--- src/rtl/div_sched_pkg.sv ---
// rtl/div_sched_pkg.sv - shared constants for the divider scheduler
// FSM encoding and response error codes used by div_sched.
package div_sched_pkg;

  localparam int DW_DEF = 16;

  localparam logic [2:0] S_IDLE = 3'd0;
  localparam logic [2:0] S_LOAD = 3'd1;
  localparam logic [2:0] S_WAIT = 3'd2;
  localparam logic [2:0] S_FIX  = 3'd3;
  localparam logic [2:0] S_RESP = 3'd4;

  localparam logic [1:0] ERR_OK   = 2'b00;
  localparam logic [1:0] ERR_DIV0 = 2'b01;
  localparam logic [1:0] ERR_OVF  = 2'b10;
  localparam logic [1:0] ERR_TMO  = 2'b11;

endpackage

--- src/rtl/rr_arb2.sv ---
// rtl/rr_arb2.sv - two-way round-robin arbiter
// Grant is combinational; the remembered winner only moves on an accept.
module rr_arb2 (
  input  logic       clk,
  input  logic       n_rst,
  input  logic [1:0] i_valid,
  input  logic       i_accept,
  output logic [1:0] o_grant,
  output logic       o_last_grant
);

  logic r_last_grant;

  assign o_last_grant = r_last_grant;

  always_comb begin
    o_grant = i_valid;
    if (i_valid == 2'b11) o_grant = r_last_grant ? 2'b01 : 2'b10;
  end

  always_ff @(posedge clk or negedge n_rst) begin
    if (!n_rst)        r_last_grant <= 1'b1;
    else if (i_accept) r_last_grant <= o_grant[1];
  end

endmodule

--- src/rtl/div_sched.sv ---
// rtl/div_sched.sv - shares one unsigned sequential divider between two requesters
// Adds signed division, divide-by-zero/overflow bypass and a hung-divider watchdog.
module div_sched
  import div_sched_pkg::*;
#(
  parameter int DW      = DW_DEF,
  parameter int TIMEOUT = 40
) (
  input  logic          clk,
  input  logic          n_rst,
  input  logic          req0_valid,
  output logic          req0_ready,
  input  logic [DW-1:0] req0_dividend,
  input  logic [DW-1:0] req0_divisor,
  input  logic          req0_signed,
  input  logic          req1_valid,
  output logic          req1_ready,
  input  logic [DW-1:0] req1_dividend,
  input  logic [DW-1:0] req1_divisor,
  input  logic          req1_signed,
  output logic          rsp_valid,
  input  logic          rsp_ready,
  output logic          rsp_id,
  output logic [DW-1:0] rsp_quotient,
  output logic [DW-1:0] rsp_remain,
  output logic [1:0]    rsp_err,
  output logic          div_start,
  output logic [DW-1:0] div_q,
  output logic [DW-1:0] div_m,
  input  logic [DW-1:0] div_quotient,
  input  logic [DW-1:0] div_remain,
  input  logic          div_done
);

  localparam int CW = (TIMEOUT > 1) ? $clog2(TIMEOUT) : 1;
  localparam logic [CW-1:0] LP_CNT_MAX = CW'(TIMEOUT - 1);
  localparam logic [DW-1:0] LP_MIN_NEG = {1'b1, {(DW-1){1'b0}}};

  logic [2:0]    r_state;
  logic          r_id;
  logic          r_sgn;
  logic          r_dvd_neg;
  logic          r_dvs_neg;
  logic [DW-1:0] r_q;
  logic [DW-1:0] r_m;
  logic [DW-1:0] r_quo;
  logic [DW-1:0] r_rem;
  logic [1:0]    r_err;
  logic [CW-1:0] r_cnt;

  logic [1:0]    w_grant;
  logic          w_last_grant;
  logic          w_accept;
  logic          w_sel;
  logic [DW-1:0] w_dvd;
  logic [DW-1:0] w_dvs;
  logic          w_sgn;
  logic          w_dvd_neg;
  logic          w_dvs_neg;

  rr_arb2 u_arb (
    .clk          (clk),
    .n_rst        (n_rst),
    .i_valid      ({req1_valid, req0_valid}),
    .i_accept     (w_accept),
    .o_grant      (w_grant),
    .o_last_grant (w_last_grant)
  );

  assign req0_ready = (r_state == S_IDLE) && w_grant[0];
  assign req1_ready = (r_state == S_IDLE) && w_grant[1];
  assign w_accept   = req0_ready || req1_ready;

  assign w_sel     = w_grant[1];
  assign w_dvd     = w_sel ? req1_dividend : req0_dividend;
  assign w_dvs     = w_sel ? req1_divisor  : req0_divisor;
  assign w_sgn     = w_sel ? req1_signed   : req0_signed;
  assign w_dvd_neg = w_sgn && w_dvd[DW-1];
  assign w_dvs_neg = w_sgn && w_dvs[DW-1];

  assign div_start    = (r_state == S_LOAD);
  assign div_q        = r_q;
  assign div_m        = r_m;
  assign rsp_valid    = (r_state == S_RESP);
  assign rsp_id       = r_id;
  assign rsp_quotient = r_quo;
  assign rsp_remain   = r_rem;
  assign rsp_err      = r_err;

  always_ff @(posedge clk or negedge n_rst) begin
    if (!n_rst) begin
      r_state   <= S_IDLE;
      r_id      <= 1'b0;
      r_sgn     <= 1'b0;
      r_dvd_neg <= 1'b0;
      r_dvs_neg <= 1'b0;
      r_q       <= '0;
      r_m       <= '0;
      r_quo     <= '0;
      r_rem     <= '0;
      r_err     <= ERR_OK;
      r_cnt     <= '0;
    end else begin
      case (r_state)
        S_IDLE: if (w_accept) begin
          r_id      <= w_sel;
          r_sgn     <= w_sgn;
          r_dvd_neg <= w_dvd_neg;
          r_dvs_neg <= w_dvs_neg;
          r_q       <= w_dvd_neg ? -w_dvd : w_dvd;
          r_m       <= w_dvs_neg ? -w_dvs : w_dvs;
          if (w_dvs == '0) begin
            r_quo   <= '1;
            r_rem   <= w_dvd;
            r_err   <= ERR_DIV0;
            r_state <= S_RESP;
          end else if (w_sgn && (w_dvd == LP_MIN_NEG) && (w_dvs == '1)) begin
            // most-negative / -1 has no representable positive quotient
            r_quo   <= LP_MIN_NEG;
            r_rem   <= '0;
            r_err   <= ERR_OVF;
            r_state <= S_RESP;
          end else begin
            r_err   <= ERR_OK;
            r_state <= S_LOAD;
          end
        end
        S_LOAD: begin
          r_cnt   <= '0;
          r_state <= S_WAIT;
        end
        S_WAIT: begin
          if (div_done) begin
            r_quo   <= div_quotient;
            r_rem   <= div_remain;
            r_state <= S_FIX;
          end else if (r_cnt == LP_CNT_MAX) begin
            r_quo   <= '0;
            r_rem   <= '0;
            r_err   <= ERR_TMO;
            r_state <= S_RESP;
          end else begin
            r_cnt <= r_cnt + 1'b1;
          end
        end
        S_FIX: begin
          if (r_sgn && (r_dvd_neg ^ r_dvs_neg)) r_quo <= -r_quo;
          if (r_sgn && r_dvd_neg)               r_rem <= -r_rem;
          r_state <= S_RESP;
        end
        S_RESP: if (rsp_ready) r_state <= S_IDLE;
        default: r_state <= S_IDLE;
      endcase
    end
  end

endmodule

--- config.mk ---
export PLATFORM = sky130hd
export DESIGN_NAME = div_sched
export DESIGN_NICKNAME = d
export VERILOG_FILES = /design/src/rtl/div_sched_pkg.sv /design/src/rtl/rr_arb2.sv /design/src/rtl/div_sched.sv
export SDC_FILE = /design/constraint.sdc
export NUM_CORES = 1
export LEC_CHECK = 0
export CORE_MARGIN = 3
export CORE_UTILIZATION = 30
export CTS_BUF_LIST = sky130_fd_sc_hd__clkbuf_8
export DETAILED_ROUTE_END_ITERATION = 12
export PLACE_DENSITY = 0.64
export RECOVER_POWER = 50
export SYNTH_ARGS = -nofsm -noshare
export SYNTH_HDL_FRONTEND = slang
export SYNTH_SLANG_ARGS = --single-unit
--- constraint.sdc ---
create_clock -name clk -period 10.92 [get_ports clk]
set_input_delay 1.638 -clock clk [delete_from_list [all_inputs] [get_ports clk]]
set_output_delay 1.638 -clock clk [all_outputs]
set_load 0.005 [all_outputs]
; Word level (Yosys, flattened, before mapping)
; Cells that the tools add are included.
[word_totals]
out_inout_bits = 71
input_bits = 104
reg_bits = 80
word_cells = 91
[op_classes]
mux = 36
n_reduce_logical = 20
add_sub_neg = 5
n_bitwise = 1
n_eq_ne = 17
[op_table]
columns = cell, count
row1 = 16-bit two-way mux, 15
row2 = 16-bit one-hot mux with 3 select lines, 2
row3 = 16-bit negator, 4
row4 = "16-bit == test, second input constant", 2
row5 = 3-bit two-way mux, 6
row6 = 16-bit logical NOT, 1
row7 = 3-bit one-hot mux with 5 select lines, 1
row8 = 2-bit two-way mux, 7
row9 = 6-bit two-way mux, 2
row10 = 6-bit one-hot mux with 2 select lines, 1
row11 = "2-bit != test, second input constant", 5
row12 = 5-bit AND reduction, 2
row13 = 1-bit logical AND, 8
row14 = "6-bit by 1-bit adder with 6-bit output, second input constant", 1
row15 = "3-bit by 2-bit == test with 1-bit output, second input constant", 2
row16 = "6-bit == test, second input constant", 1
row17 = 3-bit AND reduction, 2
row18 = "2-bit by 1-bit != test with 1-bit output, second input constant", 2
row19 = 2-bit one-hot mux with 2 select lines, 1
row20 = 4-bit AND reduction, 1
row21 = 2-bit nonzero test, 2
row22 = "3-bit by 1-bit == test with 1-bit output, second input constant", 1
row23 = "3-bit == test, second input constant", 1
row24 = 3-bit logical NOT, 1
row25 = other kinds (8), 8

; Longest topological paths before layout
; Gate-level depths: netlist (run 1).
[logic_depth]
word_depth = 10
mapped_depth = 15
ltp_nobuf = 10

; By module
; Synthesis (run 1) repeated with hierarchy kept, for this count alone.
[unflattened]
hier_cells = 630
hier_area_um2 = 5619.1
[by_module_without_submodules]
columns = module, cells_per_inst, area_per_inst_um2, seq_area_each_um2, n_inst
row1 = div_sched, 625, 5555.3, 1976.9, 1
row2 = rr_arb2, 5, 63.8, 26.3, 1

; Worst setup path after synthesis (run 1)
; Ideal clock, no wire load.
[synth_path]
kind = input port to flip-flop
from = in req1_valid
to = reg r_rem[10] (netlist: rsp_remain[10])
slack_ns = 5.848
cell_stages = 14
required_ns = 10.795
arrival_ns = 4.947
cell_sequence = a21boi_2 -> clkbuf_1 -> clkbuf_1 -> mux2i_1 -> ha_1 -> nor2b_1 -> mux2i_1 -> or4b_4 -> nor4_2 -> nor2_1 -> or2_1 -> buf_4 -> buf_6 -> mux2_4
[synth_via]
elab_chain_len = 8
elab_cells_between_ends = 19
cone_classes = eq/ne: 5 / mux: 7 / reduce/logical: 7
[synth_rtl]
columns = element, line
row1 = "start, declared", div_sched.sv:16  ; input logic req1_valid,
row2 = 2-bit == test, rr_arb2.sv:18  ; if (i_valid == 2'b11) o_grant = r_last_grant ? 2'b01 : 2'b10;
row3 = 2-bit two-way mux *, rr_arb2.sv:18
row4 = 16-bit two-way mux, div_sched.sv:75  ; assign w_dvd = w_sel ? req1_dividend : req0_dividend;
row5 = 16-bit == test, div_sched.sv:117  ; end else if (w_sgn && (w_dvd == LP_MIN_NEG) && (w_dvs == '1)) begin
row6 = 1-bit logical AND (2 in a row), div_sched.sv:117
row7 = 3-bit by 1-bit != test with 1-bit output (no line), -
row8 = 5-bit AND reduction (no line), -
row9 = "end signal, assigned", div_sched.sv:114  ; r_rem <= w_dvd;
row10 = "end signal, assigned", div_sched.sv:135  ; r_rem <= div_remain;
row11 = "end signal, assigned", div_sched.sv:148  ; if (r_sgn && r_dvd_neg) r_rem <= -r_rem;
row12 = "end, declared", div_sched.sv:47  ; logic [DW-1:0] r_rem;
; Every way passes the cells marked *; elsewhere a longest branch is shown, timed or not. The select of a mux whose other input is x is not followed.
; A chain may end at the register's enable or synchronous reset.

; Worst setup path after layout (run 1)
[layout_path]
from = in req1_valid
to = reg r_rem[3] (netlist: rsp_remain[3])
; The elaborated chain is that of the path after synthesis.

==> results of run 1 <==
==> how the worst max path moves through the flow <==
stage,from,endpoint,cells after the start
after floorplan,req1_valid,rsp_remain[10]$_DFFE_PN0P_,14
after global placement,req0_valid,rsp_remain[15]$_DFFE_PN0P_,12
after detailed placement,req0_valid,rsp_remain[4]$_DFFE_PN0P_,12
after CTS,req0_valid,rsp_remain[3]$_DFFE_PN0P_,12
after global routing,req1_valid,rsp_remain[15]$_DFFE_PN0P_,12
final,req1_valid,rsp_remain[3]$_DFFE_PN0P_,12
==> stage by stage <==
step / hold slack (ps) / cell area (sq um)
finish: 475.8 / 7562
global route: 507.6 / 7562
CTS: 487.3 / 7570
detailed placement: 469.8 / 7397
global placement: 465.1 / 7397
floorplan: 463.5 / 5493
==> placed cells by master, fill, tap and decap left out, types with 8 or more instances in the layout <==
master	synthesis	routed
sky130_fd_sc_hd__nand2_1	86	86
sky130_fd_sc_hd__o221ai_1	8	8
sky130_fd_sc_hd__nor4_1	11	11
sky130_fd_sc_hd__o21ai_0	57	57
sky130_fd_sc_hd__o21ai_1	16	15
sky130_fd_sc_hd__nor2_1	36	36
sky130_fd_sc_hd__clkdlybuf4s50_1	0	140
sky130_fd_sc_hd__nand3_1	9	9
sky130_fd_sc_hd__a21oi_1	22	22
sky130_fd_sc_hd__nand4_1	11	11
sky130_fd_sc_hd__or3_1	14	14
sky130_fd_sc_hd__xor2_1	28	28
sky130_fd_sc_hd__nor3_1	33	33
sky130_fd_sc_hd__dlygate4sd3_1	0	33
sky130_fd_sc_hd__mux2_1	11	11
sky130_fd_sc_hd__inv_1	10	11
sky130_fd_sc_hd__clkbuf_8	0	11
sky130_fd_sc_hd__dfrtp_1	79	79
sky130_fd_sc_hd__xnor2_1	20	20
sky130_fd_sc_hd__mux2_4	10	10
sky130_fd_sc_hd__mux2i_1	29	29
==> per-layer routing <==
metal / vias up / track usage (%) / share of wire [%]
met5: - / 0 / 0
met4: 0 / 5.864 / 2.4
met3: 23 / 4.213 / 7.2
met2: 205 / 28.34 / 45
met1: 2515 / 25.46 / 45
li1: 2607 / - / -
==> worst max-delay path, stage by stage <==
cell and delay, ps:
sky130_fd_sc_hd__clkdlybuf4s50_1 580, sky130_fd_sc_hd__a21boi_2 190, sky130_fd_sc_hd__clkbuf_1 1180, sky130_fd_sc_hd__mux2i_1 390, sky130_fd_sc_hd__ha_1 250, sky130_fd_sc_hd__nor2b_1 170
sky130_fd_sc_hd__mux2i_1 120, sky130_fd_sc_hd__or4b_4 630, sky130_fd_sc_hd__nor4_2 210, sky130_fd_sc_hd__nor2_1 240, sky130_fd_sc_hd__or2_1 590, sky130_fd_sc_hd__mux2_1 440
==> state kept, by name, indices dropped and copies added, names as in the netlist, 2 cells and up <==
register	flops
div_m	16
div_q	16
r_cnt	6
r_state	3
rsp_err	2
rsp_quotient	16
rsp_remain	16
==> power by group <==
group	switching (mW)	total [mW]	internal, mW
Clock	0.115	0.208	0.0923
Sequential	0.131	0.557	0.426
Combinational	0.526	1.05	0.520
Total	0.772	1.81	1.04
==> cell type report <==
cell class | instances | area share, %
Sequential cell | 80 | 26.49
Timing Repair Buffer | 178 | 23.30
Clock inverter | 4 | 0.2813
Clock buffer | 11 | 2.002
Tap cell | 225 | 3.723
Multi-Input combinational cell | 501 | 43.71
Inverter | 10 | 0.4964
==> kinds of logic (layout without fill, tap and decap cells) <==
group,count (synthesis),after routing,synth area share [%]
flops,80,80,36.47
mux,52,52,10.68
xor+xnor,48,48,7.654
fa+ha+maj,5,5,1.139
compound gates,159,159,18.38
buf+inv,45,203,3.645
simple gates,237,237,22.03
==> implementation parameters, run 1 <==
Parameter                              Value

Status
  Run status ... finished with violations
  Failing checks ... max-capacitance violations, max-slew violations

Floorplan
  Area inside the core boundary ... around 0.018 sq mm
  Die Width ... approximately 140 um
  Top-level I/O count ... 175
  Total number of placement rows ... 48
  Height of the chip ... 141.3 um
  Initial Utilization ... 31.21%
  Floorplan die area ... 0.01997 sq mm

Synth
  Top flip-flop cell by instance count after synthesis ... sky130_fd_sc_hd__dfrtp_1
  Yosys warning total ... 0
  Synthesized netlist net count ... 735
  Syn Std Cell Area ... 0.005493 sq mm
  Number of synthesized flops with an enable pin ... 0
  Post-synth ARST share ... 100.0%
  Number of unique standard cell types used by synthesis ... 68
  Average footprint of a synthesized cell ... 8.774 sq um
  Area fraction of the dominant cell type after synthesis ... a little over a third
  Biggest area consumer among synthesized cells ... sky130_fd_sc_hd__dfrtp_1
  Leading cell types by count after synthesis ... 86 x sky130_fd_sc_hd__nand2_1, 79 x sky130_fd_sc_hd__dfrtp_1, 57 x sky130_fd_sc_hd__o21ai_0
  Area contributors post-synth ... sky130_fd_sc_hd__dfrtp_1 36%, sky130_fd_sc_hd__nand2_1 5.9%, sky130_fd_sc_hd__mux2i_1 5.3%
  Library cell with the highest instance count after synthesis ... sky130_fd_sc_hd__nand2_1
  Post-synthesis register bit count ... 80
  Proportion of synthesized chip area in sequential cells ... 36.47%
  Instance count of the mapped netlist ... 626

Timing
  Final worst path period need ... 6398 ps
  Number of hold-slack violations in the final timing report ... 0
  Relative slew slack ... -195.0%
  Final setup violation count ... 0
  Total Neg Setup Slack ... 0 ps
  Period utilization ... between 50% and 60%
  Maximum frequency from static timing analysis ... 156.3 MHz
  Minimum setup slack in the final design ... 4522 ps
  Worst-margin pin slew ... approximately 4400 ps
  Max-slew violation count ... ~120
  Setup repair after global routing missed its margin ... false
  Skew final ... 13.25 ps

Power and ir drop
  Static Leakage ... 3.202 nW
  Power per cell area ... 239.4 mW/mm^2
  Overall power after layout ... 1.810 mW
  Worst IR drop on VDD ... ~0.25 mV

CTS
  Clock tree from TritonCTS ... yes
  CTS buffer count ... 9
  CTS H-Tree Depth ... 3
  CTS sink cnt ... 80
  CTS Hold Bufs ... 0
  Clk Tree Root Cell ... sky130_fd_sc_hd__clkbuf_8
  Post-CTS setup buffer count ... 0
  Clock slew at reported path FFs ... ~90 ps
  Clock network latency to the later pin of the worst-skew pair ... 380 ps
  Post-cts resize count ... 0
  Maximum clock path buffer count ... 2

Final layout
  Area of all sequential standard cells ... 0.002003 sq mm
  Layout Cells excl Fill ... 1009
  Total area of multi-input combinational cells ... between 0.003 and 0.004 sq mm
  Fraction of layout cells with a size suffix above 1 ... approximately 5.6%
  Inserted Diodes ... 0
  Net count, final ... between 800 and 900
  Fillers ... around 1800
  Finished Core Util ... between 40 and 50%
  Synthesis-to-finish area growth ... 37.68%

Flow run
  Count of max-cap constraint violations ... 2

Place
  Buffers added on ports ... 174
  HPWL after DPL ... 13.98 mm
  Routability Congestion ... about 0.86
  Post-Place Cells ... 994
  Setup slack after placement ... between 4000 and 5000 ps

Critical path
  Start-to-end type of the worst setup path ... in2reg
  Setup crit end kind ... flip-flop
  Worst-case register-to-register setup slack ... 6070 ps
  Worst EP arrival ... ~6700 ps
  End of the worst register-to-register path ... rsp_remain[3]$_DFFE_PN0P_
  R2r startpoint ... u_arb.o_last_grant$_DFFE_PN1P_
  Required @ worst endpoint ... approximately 11000 ps
  Sort of element at the start of the critical path ... input pin
  Depth of the worst register-to-register path ... 11
  CP max FO ... 33

Global route
  Global route overflow ... 0
  Combined global-route utilization of all metal layers ... a little under a fifth
  Wire length of the first global-routing pass ... 28.77 mm
  Via count of the first global-routing pass ... a little over 5000
  Antenna violations before repair ... 0
  Pin count of the biggest net entering global routing ... 81

Routing
  DR pass1 iterations ... 5
  Number of vias in the routed layout ... 5350
  Total Wirelength ... roughly 19 mm
  Detailed-route wire length per cell ... 18.44 um
  Vias per std cell ... ~5.3
  DR iter-0 viols ... slightly below 400
  Total DRC errors in the routed layout ... 0
  Number of nets with antenna violations after detailed routing ... 0

Hold path
  Min-Delay Endpoint ... div_m[9]$_DFFE_PN0P_
  Worst hold path class ... reg2reg
  Hold path cells ... 2
  Min-Delay Startpoint ... div_m[9]$_DFFE_PN0P_
No activity file was read; power rests on OpenSTA's default activity.
==> inputs of run 2 (changes only) <==
clock period = 6.01 ns   (was 10.92 ns; I/O delays follow)
==> implementation parameters, run 2 (synthesis gave the netlist of run 1 again) <==
Parameter                              Value

Floorplan
  Floorplan die area ... 0.01997 sq mm (unchanged)
  Height of the chip ... 141.3 um (unchanged)
  Top-level I/O count ... 175 (unchanged)
  Area inside the core boundary ... 0.01760 sq mm (unchanged)
  Total number of placement rows ... 48 (unchanged)
  Initial Utilization ... 31.21% (unchanged)
  Die Width ... 141.3 um (unchanged)

Global route
  Via count of the first global-routing pass ... 5263 (was 5140)
  Busiest layer in global routing ... met2 (unchanged)
  Met3 track utilization from global routing ... 4.044% (was 4.213%)
  Pin count of the biggest net entering global routing ... 81 (unchanged)
  Wire length of the first global-routing pass ... 29.15 mm (was 28.77 mm)
  Global route overflow ... 0 (unchanged)
  Global routing usage on met2 ... 28.27% (was 28.34%)
  Met1 global-route usage ... 25.85% (was 25.46%)
  Combined global-route utilization of all metal layers ... 18.47% (was 18.33%)
  Antenna violations before repair ... 0 (unchanged)

Place
  Setup slack after placement ... 864.1 ps (was 4883 ps)
  HPWL after DPL ... 14.15 mm (was 13.98 mm)
  Buffers added on ports ... 174 (unchanged)
  Routability Congestion ... 0.9320 (was 0.8559)
  Post-Place Cells ... 995 (was 994)

Critical path
  Required @ worst endpoint ... 6270 ps (was 11180 ps)
  Worst EP arrival ... 5040 ps (was 6660 ps)
  CP max FO ... 16 (was 33)
  Setup crit end kind ... flip-flop (unchanged)
  Sort of element at the start of the critical path ... input pin (unchanged)
  Start-to-end type of the worst setup path ... in2reg (unchanged)

Timing
  Relative slew slack ... -195.7% (was -195.0%)
  Max-slew violation count ... 81 (was 115)
  Maximum frequency from static timing analysis ... 209.0 MHz
  Total Neg Setup Slack ... 0 ps (unchanged)
  Final setup violation count ... 0 (unchanged)
  Setup repair after global routing missed its margin ... false (unchanged)
  Final worst path period need ... 4784 ps
  Minimum setup slack in the final design ... 1226 ps (was 4522 ps)
  Number of hold-slack violations in the final timing report ... 0 (unchanged)
  Skew final ... 9.451 ps (was 13.25 ps)
  Worst-margin pin slew ... 4436 ps (was 4425 ps)
  Final hold slack ... 475.7 ps (was 475.8 ps)
  Period utilization ... 79.61%

Routing
  DR pass1 iterations ... 5 (unchanged)
  Number of nets with antenna violations after detailed routing ... 0 (unchanged)
  Total Wirelength ... 18.81 mm (was 18.61 mm)
  Detailed-route wire length per cell ... 18.60 um (was 18.44 um)
  Number of vias in the routed layout ... 5487 (was 5350)
  Vias per std cell ... 5.427 (was 5.302)
  Total DRC errors in the routed layout ... 0 (unchanged)
  DR iter-0 viols ... 512 (was 397)

CTS
  Clock network latency to the later pin of the worst-skew pair ... 370 ps (was 380 ps)
  Post-CTS setup buffer count ... 0 (unchanged)
  CTS buffer count ... 9 (unchanged)
  Clk Tree Root Cell ... sky130_fd_sc_hd__clkbuf_8 (unchanged)
  CTS Hold Bufs ... 0 (unchanged)
  CTS sink cnt ... 80 (unchanged)
  CTS H-Tree Depth ... 3 (unchanged)
  Clock tree from TritonCTS ... yes (unchanged)
  Post-cts resize count ... 0 (unchanged)
  Maximum clock path buffer count ... 2 (unchanged)
  Clock slew at reported path FFs ... 80 ps (was 90 ps)

Final layout
  Fraction of layout cells with a size suffix above 1 ... 5.852% (was 5.612%)
  Net count, final ... 890 (was 889)
  Most common library cell in the layout ignoring fill and taps ... sky130_fd_sc_hd__clkdlybuf4s50_1 (unchanged)
  Layout Cells excl Fill ... 1011 (was 1009)
  Fillers ... 1744 (was 1750)
  Synthesis-to-finish area growth ... 38.11% (was 37.68%)
  Top library cells by usage in the layout, fill and taps aside ... 138 x sky130_fd_sc_hd__clkdlybuf4s50_1, 86 x sky130_fd_sc_hd__nand2_1, 79 x sky130_fd_sc_hd__dfrtp_1, 57 x sky130_fd_sc_hd__o21ai_0, 36 x sky130_fd_sc_hd__nor2_1 (was 140 x sky130_fd_sc_hd__clkdlybuf4s50_1, 86 x sky130_fd_sc_hd__nand2_1, 79 x sky130_fd_sc_hd__dfrtp_1, 57 x sky130_fd_sc_hd__o21ai_0, 36 x sky130_fd_sc_hd__nor2_1)
  Inserted Diodes ... 0 (unchanged)

Power and ir drop
  Power per cell area ... 436.3 mW/mm^2 (was 239.4 mW/mm^2)
  Overall power after layout ... 3.310 mW (was 1.810 mW)
  Worst IR drop on VDD ... 0.2111 mV (was 0.2537 mV)
  Static Leakage ... 3.227 nW (was 3.202 nW)

Flow run
  Count of max-cap constraint violations ... 1 (was 2)

Status
  Failing checks ... max-capacitance violations, max-slew violations (unchanged)
  Run status ... finished with violations (unchanged)

Hold path
  Worst hold path class ... reg2reg (unchanged)
==> run 2: area by class of cell <==
cell class                      instances  area, sq um  area share, %
Sequential cell                        80         2003          26.41
Clock buffer                           12        165.2          2.177
Multi-Input combinational cell        501         3306          43.58
Inverter                               10        37.54         0.4948
Tap cell                              225        281.5          3.711
Clock inverter                          4        20.02         0.2639
Timing Repair Buffer                  179         1773          23.37
==> run 2: power by group <==
group | switching (mW) | total, mW | internal (mW)
clock | 0.207 | 0.388 | 0.181
combinational | 0.970 | 1.91 | 0.942
sequential | 0.236 | 1.01 | 0.774
==> run 2: through the flow <==
stage               cell area, sq um  util, %
floorplan                       5493        -
global placement                7405    42.08
detailed placement              7405    42.08
CTS                             7590    43.13
global route                    7586    43.11
finish                          7586    43.11
==> run 2: path summary, 6_finish.rpt <==
| path | from | end | slack [ps] | depth (start not counted) |
|---|---|---|---|---|
| hold / removal | div_m[6]$_DFFE_PN0P_ | div_m[6]$_DFFE_PN0P_ | 480 | 2 |
| min in group asynchronous | n_rst | rsp_quotient[12]$_DFFE_PN0P_ | 2090 | 1 |
| max in group asynchronous | n_rst | r_cnt[3]$_DFFE_PN0P_ | 1410 | 1 |
| hold reg to reg | div_m[6]$_DFFE_PN0P_ | div_m[6]$_DFFE_PN0P_ | 480 | 2 |
| setup / recovery | req0_valid | rsp_remain[15]$_DFFE_PN0P_ | 1230 | 11 |
| setup reg to reg | u_arb.o_last_grant$_DFFE_PN1P_ | rsp_remain[15]$_DFFE_PN0P_ | 1860 | 10 |
==> run 2: routing by layer <==
layer,wire length [um],vias up
li1,-,2610
met1,8499,2655
met2,8723,204
met3,1244,18
met4,341,0
met5,0,-
==> run 2: worst max-delay path: stages <==
cell,delay (ps)
sky130_fd_sc_hd__clkdlybuf4s50_1,620
sky130_fd_sc_hd__a21bo_2,510
sky130_fd_sc_hd__mux2i_1,410
sky130_fd_sc_hd__ha_1,260
sky130_fd_sc_hd__nor2b_1,140
sky130_fd_sc_hd__mux2i_1,110
sky130_fd_sc_hd__or4b_4,580
sky130_fd_sc_hd__nor4_2,200
sky130_fd_sc_hd__nor2_1,240
sky130_fd_sc_hd__or2_1,600
sky130_fd_sc_hd__mux2_1,440
